$ cat config.mk
export PLATFORM = sky130hd
export DESIGN_NAME = ssc_tx
export DESIGN_NICKNAME = d
export VERILOG_FILES = /design/src/rtl/ssc_tx.sv
export SDC_FILE = /design/constraint.sdc
export NUM_CORES = 1
export LEC_CHECK = 0
export BUFFER_PORTS_ARGS = -buffer_cell sky130_fd_sc_hd__buf_2
export CAP_MARGIN = 30
export CORE_MARGIN = 4
export CORE_UTILIZATION = 45
export DETAILED_ROUTE_END_ITERATION = 16
export PLACE_DENSITY = 0.66
export SKIP_CTS_REPAIR_TIMING = 1
export SLEW_MARGIN = 30
export SYNTH_ARGS = -nofsm -noshare
export SYNTH_HDL_FRONTEND = slang
export SYNTH_SLANG_ARGS = --single-unit
$ cat constraint.sdc
create_clock -name clk -period 9.7 [get_ports clk]
set_input_delay 1.94 -clock clk [delete_from_list [all_inputs] [get_ports clk]]
set_output_delay 1.94 -clock clk [all_outputs]
set_load 0.05 [all_outputs]
$ cat src/rtl/ssc_tx.sv
`default_nettype none
// ============================================================================
//  Module   : ssc_tx (with helper ssc_sine_lut)
//  Purpose  : Spread-spectrum test-signal generator. A carrier DDS addresses
//             a quarter-wave sine table, and the sign is flipped by the
//             current PRN chip. The PRN LFSR (hob/poly/val format) is stepped
//             whenever the chip DDS phase MSB rises. Samples leave through a
//             3-stage pipeline as a 16-bit value plus a one-cycle push strobe.
//  Revision : 1.0  initial release
// ----------------------------------------------------------------------------
//  Ports
//    clk      in   1   system clock
//    rst      in   1   asynchronous, active-low reset
//    addr     in  32   register address, [15:0] decoded
//    Wdata    in  32   write data
//    write    in   1   single-cycle write strobe
//    read     in   1   read strobe (Rdata is 0 when low)
//    Rdata    out 32   combinational read data
//    ADC      out 16   signed sample, registered, held between strobes
//    pushADC  out  1   one-cycle strobe, ADC valid
//    busy     out  1   a sample is somewhere in the pipeline
// ============================================================================

// Quarter-wave sine table: a parabolic fit a*(2N-a), with N = 2**SINE_AW.
// It reaches exactly 0x7FFF at the last address and is monotonic rising.
module ssc_sine_lut #(
  parameter int SINE_AW = 13
) (
  input  logic [SINE_AW-1:0] addr,
  output logic [15:0]        data
);
  localparam int PW = 2 * SINE_AW + 2;

  logic [PW-1:0] a_ext;
  logic [PW-1:0] prod;

  assign a_ext = PW'(addr);
  assign prod  = a_ext * ((PW'(1) << (SINE_AW + 1)) - a_ext);
  assign data  = 16'(prod >> (2 * SINE_AW - 15));
endmodule

module ssc_tx #(
  parameter int PERIOD_W = 16,
  parameter int SINE_AW  = 13
) (
  input  logic        clk,
  input  logic        rst,
  input  logic [31:0] addr,
  input  logic [31:0] Wdata,
  input  logic        write,
  input  logic        read,
  output logic [31:0] Rdata,
  output logic [15:0] ADC,
  output logic        pushADC,
  output logic        busy
);
  localparam logic [15:0] A_RUN    = 16'h0100;
  localparam logic [15:0] A_COUNT  = 16'h0104;
  localparam logic [15:0] A_CADD   = 16'h03A0;
  localparam logic [15:0] A_CPHASE = 16'h03A4;
  localparam logic [15:0] A_CTRL   = 16'h03A8;
  localparam logic [15:0] A_PERIOD = 16'h03AC;
  localparam logic [15:0] A_CHFREQ = 16'h05A0;
  localparam logic [15:0] A_CHPH   = 16'h05A4;
  localparam logic [15:0] A_PRN    = 16'h05A8;

  // Register file
  logic                run;
  logic [31:0]         sample_count;
  logic [31:0]         carrier_add;
  logic [31:0]         carrier_phase;
  logic                enable;
  logic [3:0]          atten;
  logic [PERIOD_W-1:0] period;
  logic [31:0]         chip_freq;
  logic [31:0]         chip_phase;
  logic [3:0]          hob;
  logic [13:0]         poly;
  logic [13:0]         val;

  // Tick generation
  logic [PERIOD_W-1:0] cnt;
  logic                active;
  logic                tick;

  // Pipeline
  logic                s1_valid;
  logic [15:0]         s1_mag;
  logic                s1_quad_hi;
  logic                s1_sign;
  logic                s2_valid;
  logic [15:0]         s2_data;

  logic                unused_addr_hi;
  assign unused_addr_hi = ^addr[31:16];

  // Write decode
  logic wr_run, wr_cadd, wr_cphase, wr_ctrl, wr_period, wr_chfreq, wr_chph, wr_prn;
  assign wr_run    = write && (addr[15:0] == A_RUN);
  assign wr_cadd   = write && (addr[15:0] == A_CADD);
  assign wr_cphase = write && (addr[15:0] == A_CPHASE);
  assign wr_ctrl   = write && (addr[15:0] == A_CTRL);
  assign wr_period = write && (addr[15:0] == A_PERIOD);
  assign wr_chfreq = write && (addr[15:0] == A_CHFREQ);
  assign wr_chph   = write && (addr[15:0] == A_CHPH);
  assign wr_prn    = write && (addr[15:0] == A_PRN);

  assign active = run & enable;
  assign tick   = active && (cnt == period);

  // Carrier lookup from the pre-update phase; odd quadrants mirror the address.
  logic [1:0]         quad;
  logic [SINE_AW-1:0] lut_addr;
  logic [15:0]        lut_data;

  assign quad     = carrier_phase[31:30];
  assign lut_addr = quad[0] ? ~carrier_phase[29:30-SINE_AW] : carrier_phase[29:30-SINE_AW];

  ssc_sine_lut #(.SINE_AW(SINE_AW)) u_lut (
    .addr (lut_addr),
    .data (lut_data)
  );

  // Chip DDS and PRN stepping. A step only counts when the tick itself
  // produced the 0->1 MSB transition, so a bus write to Chip_Phase in the
  // same cycle suppresses it.
  logic [31:0] chip_phase_nxt;
  logic        chip_sign;
  logic        chip_step;

  assign chip_phase_nxt = chip_phase + chip_freq;
  assign chip_sign      = (hob < 4'd14) ? val[hob] : 1'b0;
  assign chip_step      = tick && !wr_chph && !chip_phase[31] && chip_phase_nxt[31];

  function automatic logic [13:0] lfsr_step(input logic [3:0]  h,
                                            input logic [13:0] p,
                                            input logic [13:0] v_in);
    logic [13:0] v;
    logic        x;
    v = v_in;
    x = 1'b0;
    if (h < 4'd14) begin
      x    = v[h];
      v[h] = 1'b0;
    end
    v = v << 1;
    if (x) v = v ^ p;
    return v;
  endfunction

  // Stage-2 negation; the most negative code saturates instead of wrapping.
  logic        s1_negate;
  logic [15:0] s1_neg_val;
  logic [15:0] s2_shifted;

  assign s1_negate  = s1_quad_hi ^ s1_sign;
  assign s1_neg_val = (s1_mag == 16'h8000) ? 16'h7FFF : (~s1_mag + 16'd1);
  assign s2_shifted = 16'($signed(s2_data) >>> atten);

  always_ff @(posedge clk or negedge rst) begin
    if (!rst) begin
      run           <= 1'b0;
      sample_count  <= '0;
      carrier_add   <= '0;
      carrier_phase <= '0;
      enable        <= 1'b0;
      atten         <= '0;
      period        <= '0;
      chip_freq     <= '0;
      chip_phase    <= '0;
      hob           <= '0;
      poly          <= '0;
      val           <= '0;
      cnt           <= '0;
      s1_valid      <= 1'b0;
      s1_mag        <= '0;
      s1_quad_hi    <= 1'b0;
      s1_sign       <= 1'b0;
      s2_valid      <= 1'b0;
      s2_data       <= '0;
      ADC           <= '0;
      pushADC       <= 1'b0;
    end else begin
      if (active) cnt <= tick ? '0 : cnt + PERIOD_W'(1);
      else        cnt <= '0;

      if (wr_run)  run         <= Wdata[0];
      if (wr_cadd) carrier_add <= Wdata;
      if (wr_ctrl) begin
        enable <= Wdata[0];
        atten  <= Wdata[4:1];
      end
      if (wr_period) period    <= Wdata[PERIOD_W-1:0];
      if (wr_chfreq) chip_freq <= Wdata;

      // Bus writes take priority over the tick-side update of the same register.
      if (wr_cphase) carrier_phase <= Wdata;
      else if (tick) carrier_phase <= carrier_phase + carrier_add;

      if (wr_chph)   chip_phase <= Wdata;
      else if (tick) chip_phase <= chip_phase_nxt;

      if (wr_prn) begin
        hob  <= Wdata[31:28];
        poly <= Wdata[27:14];
        val  <= Wdata[13:0];
      end else if (chip_step) begin
        val <= lfsr_step(hob, poly, val);
      end

      s1_valid <= tick;
      if (tick) begin
        s1_mag     <= lut_data;
        s1_quad_hi <= quad[1];
        s1_sign    <= chip_sign;
      end

      s2_valid <= s1_valid;
      if (s1_valid) s2_data <= s1_negate ? s1_neg_val : s1_mag;

      pushADC <= s2_valid;
      if (s2_valid) ADC <= s2_shifted;

      if (pushADC) sample_count <= sample_count + 32'd1;
    end
  end

  assign busy = s1_valid | s2_valid | pushADC;

  always_comb begin
    Rdata = '0;
    if (read) begin
      case (addr[15:0])
        A_RUN:    Rdata = {31'b0, run};
        A_COUNT:  Rdata = sample_count;
        A_CADD:   Rdata = carrier_add;
        A_CPHASE: Rdata = carrier_phase;
        A_CTRL:   Rdata = {27'b0, atten, enable};
        A_PERIOD: Rdata = 32'(period);
        A_CHFREQ: Rdata = chip_freq;
        A_CHPH:   Rdata = chip_phase;
        A_PRN:    Rdata = {hob, poly, val};
        default:  Rdata = '0;
      endcase
    end
  end
endmodule
`default_nettype wire

==> out/metrics.cfg <==
[critical_path]
cp-startpoint = carrier_phase[30]
cp.arrival_ns = 8.72
worstPathMaxFanout = 12
r2r_slack_ns = 1.38
worst-setup-path-type = reg -> reg
cp.required_ns = 10.10
endpoint_kind = flop
cp-start-kind = flop
timing.rr.start = carrier_phase[30]

[synth]
synth-edff-count = 0
netlist_top_cells_count = nand2_1 (320), dfrtp_1 (283), nor2_1 (233)
synth_seq_cells = 283
post-synth-top-count-cell = nand2_1
yosysTopAreaCell = dfrtp_1
synth_area_leaders = dfrtp_1 (30%), fa_1 (12%), ha_1 (7.6%), mux2_2 (5.8%), nand2_1 (5.0%)
ys_async_sr_fraction_pct = 100
synth-main-ff-cell = dfrtp_1
post_synth.cell_area_avg_um2 = 9.07
netlist_instances = 2628
synth_area_um2 = 23800
synth.top_cell.area_share_pct = 29.7
synth.distinct_cells = 80
ys_seq_area_share_pct = 29.7
ys_warn_count = 0

[power_and_ir_drop]
p_int_mw = 1.97
peakVddDrop_mv = 0.113
p_per_area_nw_per_um2 = 100
p_switching_uw = 653
p_leak_nw = 12.6
switching_share_pct = 24.9
clockPowerShare_pct = 48.4
p_seq_share_pct = 45.0
p_comb_share_pct = 6.6

[final_layout]
drive_gt1_share_pct = 12.5
syn2layout_area_growth_pct = 9.84
antenna_cells = 0
seqCellArea_um2 = 7080
multi_input_area_um2 = 15500
fillCellCount = 4957
fin_nets = 3043

[timing]
worstMarginPinSlew_ns = 0.952
timing.hold.ws_ns = 0.495
maxSlewViolCount = 0
finalCritPeriodShare_pct = 85.8
fmax_mhz = 120
setup_viol = 0
relSlewSlack_pct = 36.0
finalCriticalPeriod_ns = 8.32
skew_ns = 0.0187
hold_violations = 0
fin_setup_tns_ns = 0
rsz0062_at_grt = no

[clocking]
cts_root_buffer = clkbuf_16
cts.sinks = 283
cts_tree = done
cts-htree-levels = 2
clockBufferDepth = 3
path_clk_slew_ns = 0.05
cts_buffers = 35
worstSkewPairLatency_ns = 0.56

[floorplanning]
die_w_um = 238
io_pins = 118
dieArea_um2 = 56700
die_h_um = 238
start_util_pct = 45.4
fp.coreArea_um2 = 52600
rows = 84

[drt]
postRouteWirelength_um = 70200
drc = 0
ant_nets = 0
drtIter0Drc = 1689
wire_per_inst_um = 20.7
routed_via_density = 5.84
vias = 19800
dr.pass1.iters = 8

[placement]
dp_hpwl_um = 53000
gp_congestion = 0.906
io_buffers = 101

[global_route]
use_met3_pct = 4.11
track_usage_pct = 24.7
grt_pass1_vias = 20100
grt.overflow.total = 0
grt-busiest-layer = met2
met2_usage_pct = 40.5
antenna_found_initial = 1
grt_pass1_wl_um = 111000
grt_max_degree = 162
gr-usage-met1_pct = 32.7

[min_path]
worstHoldPathType = reg -> reg
hold_start = sample_count[31]

[run_status]
run_status = completed

[run]
drv_cap = 0

==> power groups by stage <==
| stage | combinational, mW | sequential [mW] | clock [mW] |
|---|---|---|---|
| finish | 0.172 | 1.18 | 1.27 |
| detailed placement | 0.170 | 1.20 | 0 |
| CTS | 0.172 | 1.18 | 1.29 |
| global placement | 0.165 | 1.20 | 0 |
| global route | 0.194 | 1.18 | 1.33 |
| floorplan | 0.0884 | 1.20 | 0 |
==> layout make-up <==
cell class              count  area share, %
well taps                 688           3.29
multi-input cells        2004           59.1
clock buffers              49           3.70
repair buffers            137           3.20
flip-flops and latches    283           27.0
inverters                 226           3.24
clock inverters            11          0.416
==> worst paths after layout <==
path | cells past startpoint | to
worst max-delay path | 26 | s1_mag[15]
worst min-delay path | 1 | sample_count[31]
worst max register to register | 26 | s1_mag[15]
worst min register to register | 1 | sample_count[31]
max in group asynchronous | 3 | carrier_phase[26]
min in group asynchronous | 1 | cnt[6]
==> metal layers <==
metal	share of wire (%)	vias up
li1	-	9090
met1	42	9858
met2	47	706
met3	6.7	174
met4	4.4	2
met5	0.016	-
==> state kept, by name (all words and copies together), names as in the netlist, 4 cells and up <==
register / cells
atten: 4
sample_count: 32
poly: 14
s1_mag: 16
carrier_add: 32
period: 16
s2_data: 16
val: 14
cnt: 16
chip_freq: 32
hob: 4
carrier_phase: 32
ADC: 16
chip_phase: 32
==> logic make-up (layout without fill, tap and decap cells) <==
logic type | count (synthesis) | count (layout) | synth area share (%)
flops | 283 | 283 | 29.7
compound gates | 517 | 517 | 13.5
other cells | 2 | 10 | 0.0315
mux | 198 | 198 | 9.43
simple gates | 823 | 823 | 15.8
xor+xnor | 168 | 168 | 6.20
fa+ha+maj | 288 | 288 | 19.6
buf+inv | 349 | 423 | 5.65
==> metrics by stage <==
step                      utilization [%]  worst slack, ns  total power [mW]  cell area, µm²  instances
final                                49.8             1.38              2.62           26200       3398
after global routing                 49.8            0.801              2.71           26200       3398
after CTS                            49.7             1.37              2.64           26100       3396
after detailed placement             47.7             1.41              1.37           25100       3336
after global placement               47.7             1.59              1.37           25100       3336
after floorplan                         -             1.88              1.29           23900       2636
==> worst max-delay path: stages, from the launching register on <==
cell and delay, ns:
dfrtp_1 0.59, xor2_1 0.49, inv_1 0.35, ha_1 0.30, and3_1 0.17, and3_1 0.19, nand2_1 0.13, inv_1 0.06
ha_1 0.56, nor2_1 0.13, fa_1 0.52, inv_1 0.05, fa_1 0.49, fa_1 0.52, inv_1 0.05, fa_1 0.47
fa_1 0.51, ha_1 0.38, a21oi_1 0.35, and4b_1 0.24, a2111oi_0 0.33, o21ai_1 0.24, a31oi_1 0.37, o2111ai_1 0.24
a21oi_1 0.22, xnor2_1 0.14, o21ai_1 0.07
==> cells in the final DEF (no fill, tap or decap), drive strengths merged, types with 12 or more instances in the layout <==
cell      n
buf     137
ha      145
fa      143
a21oi   150
dfrtp   283
xnor2    91
a21o     43
nor2b    16
inv     227
a221oi   12
clkbuf   49
nand3    43
nor3     18
xor2     77
and3     31
a31oi    37
mux2    122
nand4    25
o22ai    12
nand2   320
o21ai   144
a222oi   20
mux2i    67
a22oi    19
nor2    233
nand2b   76
Note: power is estimated with default switching activity, not from simulation.
